## src/rtl/puf_eval_ctrl.sv

```systemverilog
// Purpose: drives the arbiter PUF core (ce launch pulse, 32-bit challenge sel), majority-votes
//          NUM_EVALS races per challenge and assembles a RESP_BITS response word.
// Latency: resp_valid rises RESP_BITS*(NUM_EVALS*(2*SETTLE+1)+1) cycles after an accepted start.
// Backpressure: the result is held with resp_valid high until resp_ready; start is ignored until then.
//
// Ports:
//   clk, rst          single clock, asynchronous active-high reset
//   start, seed       run request (sampled in IDLE only) and initial challenge
//   busy              high whenever the controller is not idle
//   sel, ce, q        challenge, launch enable and race result of the PUF core
//   resp, unstable    voted response bits and per-bit "votes were not unanimous" flags
//   resp_valid/ready  result handshake
module puf_eval_ctrl #(
    parameter int NUM_EVALS = 7,   // odd, 1..15
    parameter int SETTLE    = 4,   // 1..255
    parameter int RESP_BITS = 8    // 1..32
) (
    input  logic                 clk,
    input  logic                 rst,
    input  logic                 start,
    input  logic [31:0]          seed,
    output logic                 busy,
    output logic [31:0]          sel,
    output logic                 ce,
    input  logic                 q,
    output logic [RESP_BITS-1:0] resp,
    output logic [RESP_BITS-1:0] unstable,
    output logic                 resp_valid,
    input  logic                 resp_ready
);

    typedef enum logic [2:0] {
        S_IDLE,
        S_LOW,
        S_HIGH,
        S_SAMPLE,
        S_VOTE,
        S_DONE
    } state_t;

    // x^32 + x^22 + x^2 + x + 1, Galois form, right-shifting
    localparam logic [31:0] LFSR_TAPS   = 32'h8020_0003;
    localparam logic [7:0]  SETTLE_LAST = 8'(SETTLE - 1);
    localparam logic [3:0]  N_EVALS     = 4'(NUM_EVALS);
    localparam logic [3:0]  MAJ_THRESH  = 4'(NUM_EVALS / 2);
    localparam logic [4:0]  LAST_BIT    = 5'(RESP_BITS - 1);

    state_t                 state_q, state_d;
    logic [7:0]             cnt_q, cnt_d;       // cycles spent in current LOW/HIGH phase
    logic [3:0]             eval_q, eval_d;     // evaluations done for current challenge
    logic [3:0]             ones_q, ones_d;     // votes for 1 on current challenge
    logic [4:0]             bit_q, bit_d;       // response bit being produced
    logic [31:0]            lfsr_q, lfsr_d;
    logic [RESP_BITS-1:0]   resp_q, resp_d;
    logic [RESP_BITS-1:0]   unst_q, unst_d;
    logic                   ce_q, ce_d;
    logic                   busy_q, busy_d;
    logic                   valid_q, valid_d;

    function automatic logic [31:0] lfsr_step(input logic [31:0] s);
        return (s >> 1) ^ (s[0] ? LFSR_TAPS : 32'h0);
    endfunction

    always_comb begin
        state_d = state_q;
        cnt_d   = cnt_q;
        eval_d  = eval_q;
        ones_d  = ones_q;
        bit_d   = bit_q;
        lfsr_d  = lfsr_q;
        resp_d  = resp_q;
        unst_d  = unst_q;

        unique case (state_q)
            S_IDLE: begin
                if (start) begin
                    // an all-zero state would lock the LFSR
                    lfsr_d  = (seed == 32'h0) ? 32'h1 : seed;
                    cnt_d   = '0;
                    eval_d  = '0;
                    ones_d  = '0;
                    bit_d   = '0;
                    resp_d  = '0;
                    unst_d  = '0;
                    state_d = S_LOW;
                end
            end
            S_LOW: begin
                if (cnt_q == SETTLE_LAST) begin
                    cnt_d   = '0;
                    state_d = S_HIGH;
                end else begin
                    cnt_d = cnt_q + 8'd1;
                end
            end
            S_HIGH: begin
                if (cnt_q == SETTLE_LAST) begin
                    cnt_d   = '0;
                    state_d = S_SAMPLE;
                end else begin
                    cnt_d = cnt_q + 8'd1;
                end
            end
            S_SAMPLE: begin
                ones_d = ones_q + {3'b000, q};
                eval_d = eval_q + 4'd1;
                state_d = ((eval_q + 4'd1) < N_EVALS) ? S_LOW : S_VOTE;
            end
            S_VOTE: begin
                for (int i = 0; i < RESP_BITS; i++) begin
                    if (bit_q == 5'(i)) begin
                        resp_d[i] = (ones_q > MAJ_THRESH);
                        unst_d[i] = (ones_q != 4'd0) && (ones_q != N_EVALS);
                    end
                end
                lfsr_d = lfsr_step(lfsr_q);
                ones_d = '0;
                eval_d = '0;
                if (bit_q == LAST_BIT) begin
                    state_d = S_DONE;
                end else begin
                    bit_d   = bit_q + 5'd1;
                    state_d = S_LOW;
                end
            end
            S_DONE: begin
                if (resp_ready) begin
                    state_d = S_IDLE;
                end
            end
            default: state_d = S_IDLE;
        endcase

        // Outputs are flopped from the next state so they line up with the state register.
        ce_d    = (state_d == S_HIGH) || (state_d == S_SAMPLE);
        busy_d  = (state_d != S_IDLE);
        valid_d = (state_d == S_DONE);
    end

    always_ff @(posedge clk or posedge rst) begin
        if (rst) begin
            state_q <= S_IDLE;
            cnt_q   <= '0;
            eval_q  <= '0;
            ones_q  <= '0;
            bit_q   <= '0;
            lfsr_q  <= '0;
            resp_q  <= '0;
            unst_q  <= '0;
            ce_q    <= 1'b0;
            busy_q  <= 1'b0;
            valid_q <= 1'b0;
        end else begin
            state_q <= state_d;
            cnt_q   <= cnt_d;
            eval_q  <= eval_d;
            ones_q  <= ones_d;
            bit_q   <= bit_d;
            lfsr_q  <= lfsr_d;
            resp_q  <= resp_d;
            unst_q  <= unst_d;
            ce_q    <= ce_d;
            busy_q  <= busy_d;
            valid_q <= valid_d;
        end
    end

    assign sel        = lfsr_q;
    assign ce         = ce_q;
    assign busy       = busy_q;
    assign resp       = resp_q;
    assign unstable   = unst_q;
    assign resp_valid = valid_q;

endmodule

```

## config.mk

```make
export PLATFORM = sky130hd
export DESIGN_NAME = puf_eval_ctrl
export DESIGN_NICKNAME = d
export VERILOG_FILES = /design/src/rtl/puf_eval_ctrl.sv
export SDC_FILE = /design/constraint.sdc
export NUM_CORES = 1
export LEC_CHECK = 0
export ABC_CLOCK_PERIOD_IN_PS = 3040
export CELL_PAD_IN_SITES_DETAIL_PLACEMENT = 1
export CELL_PAD_IN_SITES_GLOBAL_PLACEMENT = 2
export CORE_UTILIZATION = 30
export CTS_CLUSTER_SIZE = 14
export DETAILED_ROUTE_END_ITERATION = 6
export HOLD_SLACK_MARGIN = 0.06
export PLACE_DENSITY = 0.8
export SETUP_SLACK_MARGIN = 0.5
export SYNTH_ARGS = -nofsm -noshare
export SYNTH_HDL_FRONTEND = slang
export SYNTH_SLANG_ARGS = --single-unit
```

## constraint.sdc

```tcl
create_clock -name clk -period 3.04 [get_ports clk]
set_input_delay 0.76 -clock clk [delete_from_list [all_inputs] [get_ports clk]]
set_output_delay 0.76 -clock clk [all_outputs]
set_load 0.02 [all_outputs]
```

==> impl_results.html <==
<table>
<tr><th>Metric</th><th>Value</th></tr>
<tr><th colspan="2">Status</th></tr>
<tr><td>Status</td><td>complete, but fails checks</td></tr>
<tr><td>Violated checks</td><td>DRC</td></tr>
<tr><th colspan="2">Finish</th></tr>
<tr><td>Area of combinational cells with multiple inputs</td><td>0.00162 sq mm</td></tr>
<tr><td>Post-route standard cell area excluding fillers</td><td>0.00507 sq mm</td></tr>
<tr><td>Number of antenna repair diodes</td><td>0</td></tr>
<tr><td>Signed area change from the synthesized netlist to the final layout</td><td>41.2%</td></tr>
<tr><td>Ratio of cells with drive above 1 in the final layout</td><td>0.117</td></tr>
<tr><td>Fill count</td><td>1,294</td></tr>
<tr><td>Sequential standard cell area</td><td>0.00188 sq mm</td></tr>
<tr><td>NumNets Final</td><td>494</td></tr>
<tr><th colspan="2">Timing</th></tr>
<tr><td>Unrepaired setup endpoints after global routing</td><td>no</td></tr>
<tr><td>Final hold violation count</td><td>0</td></tr>
<tr><td>Final critical-path share of the clock period</td><td>0.742</td></tr>
<tr><td>Number of endpoints failing setup at the final stage</td><td>0</td></tr>
<tr><td>Pins over their slew limit</td><td>0</td></tr>
<tr><td>Post-route worst hold slack</td><td>505 ps</td></tr>
<tr><td>Slew @ Worst Pin</td><td>785 ps</td></tr>
<tr><td>Total Neg Setup Slack</td><td>0 ps</td></tr>
<tr><td>Maximum clock frequency</td><td>443 MHz</td></tr>
<tr><td>Worst slew slack as a fraction of its limit</td><td>0.475</td></tr>
<tr><td>Time the worst path needs with I/O delays and setup</td><td>2250 ps</td></tr>
<tr><td>Largest clock skew in the final design</td><td>4.98 ps</td></tr>
<tr><th colspan="2">Setup path</th></tr>
<tr><td>Cell with the biggest individual delay on the critical path</td><td>clkdlybuf4s50_1</td></tr>
<tr><td>Maximum fanout count along the critical path</td><td>6</td></tr>
<tr><td>Max incr delay on CP</td><td>680 ps</td></tr>
<tr><td>Reg2Reg Setup Slack</td><td>930 ps</td></tr>
<tr><td>Critical path endpoint category</td><td>output pin</td></tr>
<tr><td>Type of element launching the critical path</td><td>register</td></tr>
<tr><td>Top cell family by delay on the critical path</td><td>buffers and inverters</td></tr>
<tr><td>Data required, critical path</td><td>2280 ps</td></tr>
<tr><td>Buf/Inv on CP</td><td>1</td></tr>
<tr><td>Setup CP Type</td><td>register to output pin</td></tr>
<tr><td>Reg-to-Reg Start</td><td>cnt_q[0]</td></tr>
<tr><td>Series of cell instances along the critical path</td><td>clkdlybuf4s50_1</td></tr>
<tr><td>Critical Path AT</td><td>1490 ps</td></tr>
<tr><td>Critical register-to-register path endpoint</td><td>cnt_q[4]</td></tr>
<tr><td>Path depth of the worst reg2reg path</td><td>6</td></tr>
<tr><th colspan="2">Pwr</th></tr>
<tr><td>Sum of internal, switching and leakage power</td><td>2.59 mW</td></tr>
<tr><td>Static power due to leakage</td><td>2.28 nW</td></tr>
<tr><td>Cell Pwr Density</td><td>510 mW/mm^2</td></tr>
<tr><td>Maximum ir drop on the vdd rail</td><td>0.255 mV</td></tr>
<tr><th colspan="2">Clock tree</th></tr>
<tr><td>Largest buffer count on any clock path</td><td>2</td></tr>
<tr><td>Worst skew pair latency</td><td>340 ps</td></tr>
<tr><td>Inserted Clock Buffers</td><td>9</td></tr>
<tr><td>H-tree depth</td><td>3</td></tr>
<tr><td>Post-CTS Hold Buffers</td><td>0</td></tr>
<tr><td>Post-CTS Setup Bufs</td><td>0</td></tr>
<tr><td>Clock tree from TritonCTS</td><td>done</td></tr>
<tr><td>Clk root buf</td><td>clkbuf_16</td></tr>
<tr><td>TritonCTS sink count</td><td>75</td></tr>
<tr><td>Resized Gates After CTS</td><td>0</td></tr>
<tr><td>Worst-path clk slew</td><td>60 ps</td></tr>
<tr><th colspan="2">Die</th></tr>
<tr><td>Die area</td><td>0.0124 sq mm</td></tr>
<tr><td>Total number of placement rows</td><td>39</td></tr>
<tr><td>Die Y</td><td>111 um</td></tr>
<tr><td>Core Region</td><td>0.0115 sq mm</td></tr>
<tr><td>Starting utilization of the core area</td><td>0.312</td></tr>
<tr><td>Top-level I/O count</td><td>88</td></tr>
<tr><td>Die X-Extent</td><td>111 um</td></tr>
<tr><th colspan="2">Placement</th></tr>
<tr><td>Global placer's final weighted congestion</td><td>0.751</td></tr>
<tr><td>Count of buffers from port buffering</td><td>87</td></tr>
<tr><td>Total half-perimeter wirelength after legalization and detailed placement</td><td>6960 um</td></tr>
<tr><td>Area of placed instances</td><td>0.00469 sq mm</td></tr>
<tr><th colspan="2">Route</th></tr>
<tr><td>Routed via count</td><td>3,095</td></tr>
<tr><td>Initial DRT Pass Iterations</td><td>6</td></tr>
<tr><td>Detailed-route vias per instance</td><td>5.19</td></tr>
<tr><td>Number of nets with antenna violations after detailed routing</td><td>0</td></tr>
<tr><td>Per-cell routed wire length</td><td>16.8 um</td></tr>
<tr><td>Final WL</td><td>10000 um</td></tr>
<tr><td>DRC marker count from the first detailed-route iteration</td><td>129</td></tr>
<tr><td>Number of DRC violations after detailed routing</td><td>8</td></tr>
<tr><th colspan="2">Yosys</th></tr>
<tr><td>Total number of yosys warnings</td><td>0</td></tr>
<tr><td>Number of enable flip-flop cells after synthesis</td><td>0</td></tr>
<tr><td>Average instance area after synthesis</td><td>10.1 sq um</td></tr>
<tr><td>Fraction of registers with async set/reset</td><td>1.00</td></tr>
<tr><td>Net count of the mapped netlist</td><td>402</td></tr>
<tr><td>Register bit count reported by yosys</td><td>75</td></tr>
<tr><td>Unique masters post-synth</td><td>43</td></tr>
<tr><td>Most area-consuming cells after synthesis</td><td>dfrtp_1 52%, nand2_1 7.5%, a22oi_1 6.1%, mux2_2 5.3%, ha_1 3.1%</td></tr>
<tr><td>Cell area after technology mapping</td><td>0.00359 sq mm</td></tr>
<tr><td>Number of instances in the synthesized netlist</td><td>356</td></tr>
<tr><td>Biggest area consumer among synthesized cells</td><td>dfrtp_1</td></tr>
<tr><td>Top flip-flop cell by instance count after synthesis</td><td>dfrtp_1</td></tr>
<tr><td>Share of the synthesized area in the top cell type</td><td>0.523</td></tr>
<tr><td>Leading cell type by number of instances after synthesis</td><td>dfrtp_1</td></tr>
<tr><td>Proportion of synthesized chip area in sequential cells</td><td>0.523</td></tr>
<tr><td>Commonest cells in the netlist</td><td>75 x dfrtp_1, 72 x nand2_1, 29 x a22oi_1</td></tr>
<tr><th colspan="2">Worst hold path</th></tr>
<tr><td>Hold Path End</td><td>resp[4]</td></tr>
<tr><td>Worst min-delay path startpoint</td><td>resp[4]</td></tr>
<tr><td>Cell count of the worst hold path</td><td>1</td></tr>
<tr><td>Worst min path class</td><td>register to register</td></tr>
<tr><th colspan="2">GRT</th></tr>
<tr><td>Largest net degree at the start of global routing</td><td>38</td></tr>
<tr><td>Vias in the first global route</td><td>3,306</td></tr>
<tr><td>Congestion Overflow GR</td><td>0</td></tr>
<tr><td>Global-route wire length before repair</td><td>16,800 um</td></tr>
<tr><td>Number of antenna violations at the first check in global routing</td><td>0</td></tr>
<tr><td>Total global routing track utilization</td><td>0.170</td></tr>
<tr><th colspan="2">Run</th></tr>
<tr><td>MaxCap Viol Count</td><td>0</td></tr>
</table>
==> worst reg2reg max path: cells and delay by family, from the launching register on <==
kind | cells | cell delay, ps
AND/OR/NAND/NOR | 2 | 760
AO/OA/AOI/OAI | 2 | 420
flip-flops | 1 | 380
adder cells (fa/ha/maj) | 1 | 220
buffers and inverters | 1 | 210
==> layout make-up <==
cell class,instances,area share
flip-flops and latches,75,0.370
multi-input cells,254,0.320
repair buffers,100,0.193
clock buffers,12,0.0506
well taps,143,0.0353
clock inverters,4,0.0237
inverters,8,0.00666
==> registers in the layout (all words and copies together) (netlist names) <==
name,cells
sel,32
resp,8
ce,1
busy,1
bit_q,5
unstable,8
ones_q,4
state_q,3
cnt_q,8
resp_valid,1
eval_q,4
==> where the power goes <==
group	internal (mW)	switching, mW
sequential	1.02	0.0278
combinational	0.101	0.0918
clock	0.930	0.410
==> through the flow <==
stage,instances,utilization,setup slack [ps]
after floorplan,356,-,1070
after global placement,580,0.408,542
after detailed placement,580,0.408,490
after CTS,596,0.440,755
after global routing,596,0.440,552
final,596,0.440,785
==> cells in the final DEF (no fill, tap or decap), types with 9 or more instances in the layout <==
master and count:
dfrtp_1 75, clkdlybuf4s50_1 87, buf_4 12, ha_1 9
nand2_1 72, nor4_1 9, mux2_2 17, o21ai_0 15
a22oi_1 29, clkbuf_16 9, a21oi_1 18, nor2_1 13
==> cell families (layout without fill, tap and decap cells) <==
| group | after synthesis | after routing | synth area share |
|---|---|---|---|
| and+or+nand+nor | 137 | 137 | 0.188 |
| muxes | 18 | 18 | 0.0561 |
| AOI/OAI and AO/OA | 83 | 83 | 0.155 |
| DFF | 75 | 75 | 0.523 |
| buffers and inverters | 27 | 124 | 0.0296 |
| adders and majority gates | 9 | 9 | 0.0314 |
| xor gates and xnor gates | 7 | 7 | 0.0171 |
==> layer usage <==
| metal | GRT usage | routed length (um) | up-vias |
|---|---|---|---|
| li1 | - | - | 1467 |
| met1 | 0.217 | 4670 | 1556 |
| met2 | 0.283 | 4850 | 56 |
| met3 | 0.0376 | 314 | 16 |
| met4 | 0.0640 | 167 | 0 |
| met5 | 0 | 0 | - |
==> worst max path at each step <==
stage | startpoint | end | slack (ps) | depth (start not counted)
6_report | sel[0] | sel[0] | 790 | 1
5_1_grt | start | eval_q[2] | 550 | 6
4_1_cts | sel[0] | sel[0] | 760 | 1
3_5_place_dp | start | sel[0] | 490 | 6
3_3_place_gp | start | sel[0] | 540 | 6
2_1_floorplan | start | cnt_q[4] | 1070 | 3
Note: power is estimated with default switching activity, not from simulation.
